<file path="src/rtl/riscv_lsu_pkg.sv">
// Shared definitions for the load/store unit: access size codes (same encoding
// as the decoder), FSM state encoding and the default access timeout.
package riscv_lsu_pkg;

  typedef enum logic [2:0] {
    LDST_B  = 3'd0,
    LDST_H  = 3'd1,
    LDST_W  = 3'd2,
    LDST_BU = 3'd4,
    LDST_HU = 3'd5
  } ldst_size_e;

  typedef enum logic [1:0] {
    LSU_IDLE = 2'd0,
    LSU_REQ  = 2'd1,
    LSU_RESP = 2'd2,
    LSU_DONE = 2'd3
  } lsu_state_e;

  localparam int unsigned LSU_TIMEOUT_DEFAULT = 16;

endpackage

</file>
<file path="src/rtl/riscv_lsu_if.sv">
// Data-memory port: req/gnt request phase followed by a single rvalid response.
interface riscv_lsu_if;

  logic        data_req;
  logic        data_we;
  logic [3:0]  data_be;
  logic [31:0] data_addr;
  logic [31:0] data_wdata;
  logic        data_gnt;
  logic        data_rvalid;
  logic [31:0] data_rdata;

  modport master (
    output data_req, data_we, data_be, data_addr, data_wdata,
    input  data_gnt, data_rvalid, data_rdata
  );

  modport slave (
    input  data_req, data_we, data_be, data_addr, data_wdata,
    output data_gnt, data_rvalid, data_rdata
  );

endinterface

</file>
<file path="src/rtl/riscv_lsu_align.sv">
// Combinational lane logic: store byte enables and lane replication, load
// extraction with sign/zero extension, and the illegal-access flag.
module riscv_lsu_align
  import riscv_lsu_pkg::*;
(
  input  logic        we_i,
  input  logic [2:0]  size_i,
  input  logic [1:0]  offset_i,
  input  logic [31:0] wdata_i,
  input  logic [31:0] rdata_i,
  output logic [3:0]  be_o,
  output logic [31:0] wdata_o,
  output logic [31:0] rdata_o,
  output logic        misalign_o
);

  logic [7:0]  rbyte;
  logic [15:0] rhalf;

  assign rbyte = rdata_i[{offset_i, 3'b000} +: 8];
  assign rhalf = offset_i[1] ? rdata_i[31:16] : rdata_i[15:0];

  always_comb begin
    // NOTE: every output gets a default before the case so no path can
    // leave one unassigned and infer a latch.
    be_o       = 4'b0000;
    wdata_o    = 32'h0;
    rdata_o    = 32'h0;
    misalign_o = 1'b0;

    case (size_i)
      LDST_B, LDST_BU: begin
        be_o    = 4'b0001 << offset_i;
        wdata_o = {4{wdata_i[7:0]}};
      end
      LDST_H, LDST_HU: begin
        be_o       = 4'b0011 << offset_i;
        wdata_o    = {2{wdata_i[15:0]}};
        misalign_o = offset_i[0];
      end
      LDST_W: begin
        be_o       = 4'b1111;
        wdata_o    = wdata_i;
        misalign_o = |offset_i;
      end
      default: misalign_o = 1'b1;  // sizes 3, 6, 7 are not encodable accesses
    endcase

    // Loads always fetch the whole word; extraction happens on the way back.
    if (!we_i) begin
      be_o = 4'b1111;
    end

    case (size_i)
      LDST_B:  rdata_o = {{24{rbyte[7]}}, rbyte};
      LDST_BU: rdata_o = {24'h0, rbyte};
      LDST_H:  rdata_o = {{16{rhalf[15]}}, rhalf};
      LDST_HU: rdata_o = {16'h0, rhalf};
      LDST_W:  rdata_o = rdata_i;
      default: rdata_o = 32'h0;
    endcase
  end

endmodule

</file>
<file path="src/rtl/riscv_lsu.sv">
// Load/store unit: one outstanding access at a time, stalls the core until the
// memory response (or a timeout) lands, then presents the load result in DONE.
module riscv_lsu
  import riscv_lsu_pkg::*;
#(
  parameter int unsigned TIMEOUT = LSU_TIMEOUT_DEFAULT
) (
  input  logic             clk_i,
  input  logic             rst_ni,
  input  logic             lsu_req_i,
  input  logic             lsu_we_i,
  input  logic [2:0]       lsu_size_i,
  input  logic [31:0]      lsu_addr_i,
  input  logic [31:0]      lsu_wdata_i,
  output logic [31:0]      lsu_rdata_o,
  output logic             lsu_stall_req_o,
  output logic             lsu_err_o,
  riscv_lsu_if.master      data_if
);

  localparam int unsigned    CNT_W     = (TIMEOUT < 2) ? 1 : $clog2(TIMEOUT + 1);
  localparam logic [CNT_W-1:0] CNT_LIMIT = CNT_W'(TIMEOUT);
  localparam bit             TO_EN     = (TIMEOUT != 0);

  lsu_state_e       state_q, state_d;
  logic [CNT_W-1:0] cnt_q, cnt_d, cnt_inc;
  logic [31:0]      rdata_q, rdata_d;

  logic [3:0]  al_be;
  logic [31:0] al_wdata;
  logic [31:0] al_rdata;
  logic        al_misalign;
  logic        mem_req;
  logic        timeout;

  riscv_lsu_align u_align (
    .we_i       (lsu_we_i),
    .size_i     (lsu_size_i),
    .offset_i   (lsu_addr_i[1:0]),
    .wdata_i    (lsu_wdata_i),
    .rdata_i    (data_if.data_rdata),
    .be_o       (al_be),
    .wdata_o    (al_wdata),
    .rdata_o    (al_rdata),
    .misalign_o (al_misalign)
  );

  assign cnt_inc = cnt_q + CNT_W'(1);
  // The limit is reached on the TIMEOUT-th cycle spent in REQ+RESP.
  assign timeout = TO_EN && (cnt_inc == CNT_LIMIT);

  always_comb begin
    state_d         = state_q;
    cnt_d           = '0;
    rdata_d         = rdata_q;
    mem_req         = 1'b0;
    lsu_stall_req_o = 1'b0;
    lsu_err_o       = 1'b0;

    unique case (state_q)
      LSU_IDLE: begin
        if (lsu_req_i) begin
          if (al_misalign) begin
            lsu_err_o = 1'b1;
          end else begin
            mem_req         = 1'b1;
            lsu_stall_req_o = 1'b1;
            state_d         = data_if.data_gnt ? LSU_RESP : LSU_REQ;
          end
        end
      end
      LSU_REQ: begin
        mem_req         = 1'b1;
        lsu_stall_req_o = 1'b1;
        if (timeout) begin
          lsu_err_o = 1'b1;
          rdata_d   = 32'h0;
          state_d   = LSU_DONE;
        end else begin
          cnt_d = cnt_inc;
          if (data_if.data_gnt) state_d = LSU_RESP;
        end
      end
      LSU_RESP: begin
        lsu_stall_req_o = 1'b1;
        if (timeout) begin
          lsu_err_o = 1'b1;
          rdata_d   = 32'h0;
          state_d   = LSU_DONE;
        end else if (data_if.data_rvalid) begin
          rdata_d = lsu_we_i ? 32'h0 : al_rdata;
          state_d = LSU_DONE;
        end else begin
          cnt_d = cnt_inc;
        end
      end
      LSU_DONE: state_d = LSU_IDLE;  // the core advances now; its request is not ours yet
      default:  state_d = LSU_IDLE;
    endcase
  end

  always_ff @(posedge clk_i or negedge rst_ni) begin
    if (!rst_ni) begin
      state_q <= LSU_IDLE;
      cnt_q   <= '0;
      rdata_q <= 32'h0;
    end else begin
      // NOTE: non-blocking so every register samples the pre-edge values.
      state_q <= state_d;
      cnt_q   <= cnt_d;
      rdata_q <= rdata_d;
    end
  end

  assign lsu_rdata_o = (state_q == LSU_DONE) ? rdata_q : 32'h0;

  assign data_if.data_req   = mem_req;
  assign data_if.data_we    = mem_req & lsu_we_i;
  assign data_if.data_be    = mem_req ? al_be : 4'b0000;
  assign data_if.data_addr  = mem_req ? {lsu_addr_i[31:2], 2'b00} : 32'h0;
  assign data_if.data_wdata = (mem_req && lsu_we_i) ? al_wdata : 32'h0;

endmodule

</file>
<file path="src/flat_wrapper.sv">
// flat-port wrapper written by rule: the top's interface ports become plain ports
module riscv_lsu_flat import riscv_lsu_pkg::*;
#(
  parameter int unsigned TIMEOUT = LSU_TIMEOUT_DEFAULT
)
  (clk_i, rst_ni, lsu_req_i, lsu_we_i, lsu_size_i, lsu_addr_i, lsu_wdata_i, lsu_rdata_o, lsu_stall_req_o, lsu_err_o, data_if_data_req, data_if_data_we, data_if_data_be, data_if_data_addr, data_if_data_wdata, data_if_data_gnt, data_if_data_rvalid, data_if_data_rdata);
  riscv_lsu_if data_if_i ();
  input  logic clk_i;
  input  logic rst_ni;
  input  logic lsu_req_i;
  input  logic lsu_we_i;
  input  logic [2:0] lsu_size_i;
  input  logic [31:0] lsu_addr_i;
  input  logic [31:0] lsu_wdata_i;
  output logic [31:0] lsu_rdata_o;
  output logic lsu_stall_req_o;
  output logic lsu_err_o;
  output wire logic [$bits(data_if_i.data_req)-1:0] data_if_data_req;
  output wire logic [$bits(data_if_i.data_we)-1:0] data_if_data_we;
  output wire logic [$bits(data_if_i.data_be)-1:0] data_if_data_be;
  output wire logic [$bits(data_if_i.data_addr)-1:0] data_if_data_addr;
  output wire logic [$bits(data_if_i.data_wdata)-1:0] data_if_data_wdata;
  input wire logic [$bits(data_if_i.data_gnt)-1:0] data_if_data_gnt;
  input wire logic [$bits(data_if_i.data_rvalid)-1:0] data_if_data_rvalid;
  input wire logic [$bits(data_if_i.data_rdata)-1:0] data_if_data_rdata;
  assign data_if_data_req = data_if_i.data_req;
  assign data_if_data_we = data_if_i.data_we;
  assign data_if_data_be = data_if_i.data_be;
  assign data_if_data_addr = data_if_i.data_addr;
  assign data_if_data_wdata = data_if_i.data_wdata;
  assign data_if_i.data_gnt = data_if_data_gnt;
  assign data_if_i.data_rvalid = data_if_data_rvalid;
  assign data_if_i.data_rdata = data_if_data_rdata;
  riscv_lsu #(.TIMEOUT(TIMEOUT)) u_core (.clk_i(clk_i), .rst_ni(rst_ni), .lsu_req_i(lsu_req_i), .lsu_we_i(lsu_we_i), .lsu_size_i(lsu_size_i), .lsu_addr_i(lsu_addr_i), .lsu_wdata_i(lsu_wdata_i), .lsu_rdata_o(lsu_rdata_o), .lsu_stall_req_o(lsu_stall_req_o), .lsu_err_o(lsu_err_o), .data_if(data_if_i));
endmodule
</file>
<file path="config.mk">
export PLATFORM = sky130hd
export DESIGN_NAME = riscv_lsu_flat
export DESIGN_NICKNAME = d
export VERILOG_FILES = /design/src/rtl/riscv_lsu_pkg.sv /design/src/rtl/riscv_lsu_if.sv /design/src/rtl/riscv_lsu_align.sv /design/src/rtl/riscv_lsu.sv /design/src/flat_wrapper.sv
export SDC_FILE = /design/constraint.sdc
export NUM_CORES = 1
export LEC_CHECK = 0
export CAP_MARGIN = 40
export CORE_MARGIN = 8
export CORE_UTILIZATION = 40
export DETAILED_ROUTE_END_ITERATION = 12
export PLACE_DENSITY = 0.8
export SLEW_MARGIN = 25
export SYNTH_ARGS = -nofsm -noshare
export SYNTH_HDL_FRONTEND = slang
export SYNTH_HIERARCHICAL = 1
export SYNTH_SLANG_ARGS = --single-unit
export TNS_END_PERCENT = 10
</file>
<file path="constraint.sdc">
create_clock -name clk_i -period 3.5 [get_ports clk_i]
set_clock_uncertainty 0.05 [all_clocks]
set_input_delay 0.7 -clock clk_i [delete_from_list [all_inputs] [get_ports clk_i]]
set_output_delay 0.7 -clock clk_i [all_outputs]
set_load 0.05 [all_outputs]
</file>
==> metrics list <==
- TritonCTS built the clock tree.
- Dividing the detail-routed wire length by the instance count gives 20.17 um.
- The count of nets left with antenna violations once routing finished came out at 0.
* Die Area: 14120 um^2
- Lkg Pwr: 2.852 nW
- Post-synth ARST share: 100.0%
- The startpoint identified for the worst register-to-register timing path is u_core/cnt_q[0]$_DFF_PN0_.
- In this run the deepest clock path goes through 2 buffers.
* Endpoints failing setup: 0
* Area of the mapped netlist: 4229 um^2
* # nets final: 837
* Final-layout setup total negative slack: 0 ns
- Setup repair after global routing left no endpoint under its margin.
- Peak clock frequency supported by timing: 293.9 MHz
- During synthesis, Yosys emitted a total of 6 warnings.
- The min-delay analysis places its worst path in the category input pin to asynchronous set/reset pin.
- VDD sags by at most 598.1 uV.
* First-pass GRT wire length: 27340 um
- Critical path class: input pin to output pin
- The worst setup path is captured at an output pin.
* Iteration count of the initial detailed-routing pass: 6
- Area fraction in compound gates after synthesis: 30.21%
- Entering global routing, the biggest net connects 45 pins.
* Commonest cells post-synth: nand2_1 (77), and2_1 (71), o211ai_1 (62), dfrtp_1 (39), and3_1 (32)
* Tmin final: 3.403 ns
- The hold violation count in the final report was 0.
- The worst setup path is launched from an input pin.
- For the worst-skew pair, the clock arrives at the later sink with an insertion delay of 0.29 ns.
- CP Max Fanout: 44
- Fraction of the mapped netlist area in simple logic gates: 29.73%
- The area growth from synthesis to layout is 50.68%.
- Placed cell area: 6255 um^2
- Counting cells, the worst reg-to-reg path comes to 6.
- Transition time at the pin with the least slew margin: 0.5927 ns
* Number of synthesized flops with an enable pin: 0
* GRT Total Usage: 23.60%
- After synthesis, the largest family of logic cells by area is compound AO/OA/AOI/OAI gates.
* Largest area contributor in the synthesized netlist: dfrtp_1
- For this run, design rule violations remaining after detail routing come to 0.
- The HPWL after detailed placement is 13810 um.
* Count of mapped cells out of synthesis: 545
- Placeable core area: 10280 um^2
- Cell types occupying the most area after synthesis: dfrtp_1 (23%), o211ai_1 (11%), and2_1 (11%)
- Via count of the routed design: 4930
- Count leader, synth: nand2_1
* Die Span Y: 118.8 um
- Count of buffers inserted at the top-level ports: 206
* Adder-cell area share of the yosys netlist: 2.071%
* Reg2reg setup slack: 1.29 ns
* Xor/xnor share of the synthesized area: 0.4142%
- For this run, the leading register cell type out of synthesis is dfrtp_1.
* Ratio of routed vias to standard cells: 5.699
- For this design, the sink count on the clock tree is 39.
- Proportion of synthesized area in mux cells: 6.568%
- The number of pins exceeding their max-slew limit in the final report is 0.
- The congestion estimate from routability-driven global placement came to 0.9698.
* Mean instance size in the synthesized netlist: 7.760 um^2
- After synthesis, flip-flops and latches occupy 23.08% of the total area.
- Cells with a size suffix above 1 make up 17.52% of the layout.
- Synth unique cells: 51
- Remaining Overflow, GRT: 0
* H-tree depth: 2
- Period utilisation layout: 97.23%
- The number of global-route vias before repair was 5104.
- Count of routing violations after the opening detailed-route iteration: 352
* Capturing point of the worst reg2reg path: u_core/rdata_q[18]$_DFFE_PN0P_
* Post-CTS Setup Repair Bufs: 0
- Required time at the worst-slack endpoint: 2.75 ns
- Number of antenna violations at the first check in global routing: 5
- Counting the fill cells in the layout gives 893.
- Pin placement for this block handled 209 I/O pins.
- The routed design has 17450 um of wire.
- The cell sitting at the root of the clock tree is a clkbuf_8.
- Arrival time at the worst endpoint: 2.65 ns
* Max-cap violation count: 0
- Horizontal extent of the die: 118.8 um
- Area share of the leading cell type in the synthesized netlist: 23.08%
* CTS Buf Count: 5
- After routing the design area is 6372 um^2.
- For this configuration, the core starts out at a cell density of 41.15%.
- The synthesized design contains 39 register bits.
* Standard-cell row count: 37
- Status: complete, no violations
- The worst pin sits at a relative slew slack of 60.07%.
* Power density over the cells: 696.2 nW/um^2
- Clock-pin slew was measured on the worst setup and hold paths at 0.08 ns.
## kinds of logic after synthesis
kind of cell	count (synthesis)
adder cells (fa/ha/maj)	7
XOR/XNOR	2
flip-flops	39
buffers and inverters	67
other	1
AND/OR/NAND/NOR	236
multiplexers	23
AO/OA/AOI/OAI	170
## cells in the final DEF (no fill, tap or decap), drive strengths merged, types with 2 or more instances in the layout
cell type,count
clkdlybuf4s50,135
buf,95
nand2,78
and2,71
o211ai,62
dfrtp,39
and3,32
a22oi,23
o21ai,22
nor2,21
a21o,17
a211oi,17
mux2i,13
nor2b,11
mux2,10
inv,9
a21oi,8
ha,7
a221o,7
nand3,6
clkbuf,6
o2bb2ai,5
diode,4
nand2b,4
nor3b,4
or2,3
and2b,2
o31a,2
conb,2
## state kept, by name (all words and copies together) (netlist names)
| name | flops |
|---|---|
| u_core/cnt_q | 5 |
| u_core/rdata_q | 32 |
| u_core/state_q | 2 |
## final cells by class
type | count | area (um^2) | share of cell area (%)
diodes | 4 | 10.01 | 0.1571
clock buffers | 6 | 72.57 | 1.139
clock inverters | 1 | 30.03 | 0.4712
inverters | 9 | 33.78 | 0.5301
multi-input cells | 440 | 2948 | 46.26
flip-flops and latches | 39 | 975.9 | 15.32
well taps | 136 | 170.2 | 2.670
repair buffers | 230 | 2132 | 33.46
## power breakdown
part           total [W]  leakage [nW]  internal (W)  switching [W]
registers       0.000838         0.465      0.000672       0.000166
clock network   0.000374        0.0513      0.000209       0.000165
logic            0.00322          2.34       0.00114        0.00208
## critical path, cell delays in order
cell             delay, ns
clkdlybuf4s50_1       0.56
nand2_1               0.10
a21oi_1               0.27
nor2_1                0.10
or2_2                 0.34
buf_12                0.18
and3_1                0.20
buf_4                 0.19
## routing by layer
metal	up-vias	part of all wire (%)	wire length [um]	global-route usage, %
met5	-	0.075	13	0
met4	2	3.7	653	11.94
met3	46	9.7	1692	7.889
met2	271	49	8570	40.16
met1	2298	37	6516	25.85
li1	2313	-	-	-
## timing repair
item	in CTS	in global routing
hold buffers	0	0
resized for setup	0	1
endpoints found under the setup margin	0	54
## how the worst max path moves through the flow
stage | start | to | slack, ns | cells past startpoint
finish | lsu_addr_i[0] | data_if_data_wdata[20] | 0.1 | 8
global route | lsu_addr_i[0] | data_if_data_wdata[29] | 0.02 | 8
CTS | lsu_size_i[0] | data_if_data_wdata[20] | 0.13 | 9
detailed placement | lsu_size_i[0] | data_if_data_wdata[20] | 0.14 | 9
global placement | lsu_size_i[0] | data_if_data_wdata[6] | 0.17 | 9
floorplan | lsu_size_i[2] | data_if_data_addr[23] | 0.19 | 9
## per-stage QoR
step	total power, W	setup slack (ns)	instances	util [%]	hold WS, ns
final	0.004437	0.09694	865	62.00	0.2811
after detailed placement	0.004067	0.1435	854	60.86	0.4596
after CTS	0.004445	0.1302	861	61.86	0.2939
after global routing	0.004699	0.02265	865	62.00	0.2998
after floorplan	0.002987	0.1917	546	-	0.3544
after global placement	0.003953	0.1688	853	60.59	0.4442
Note: power is estimated with default switching activity, not from simulation.
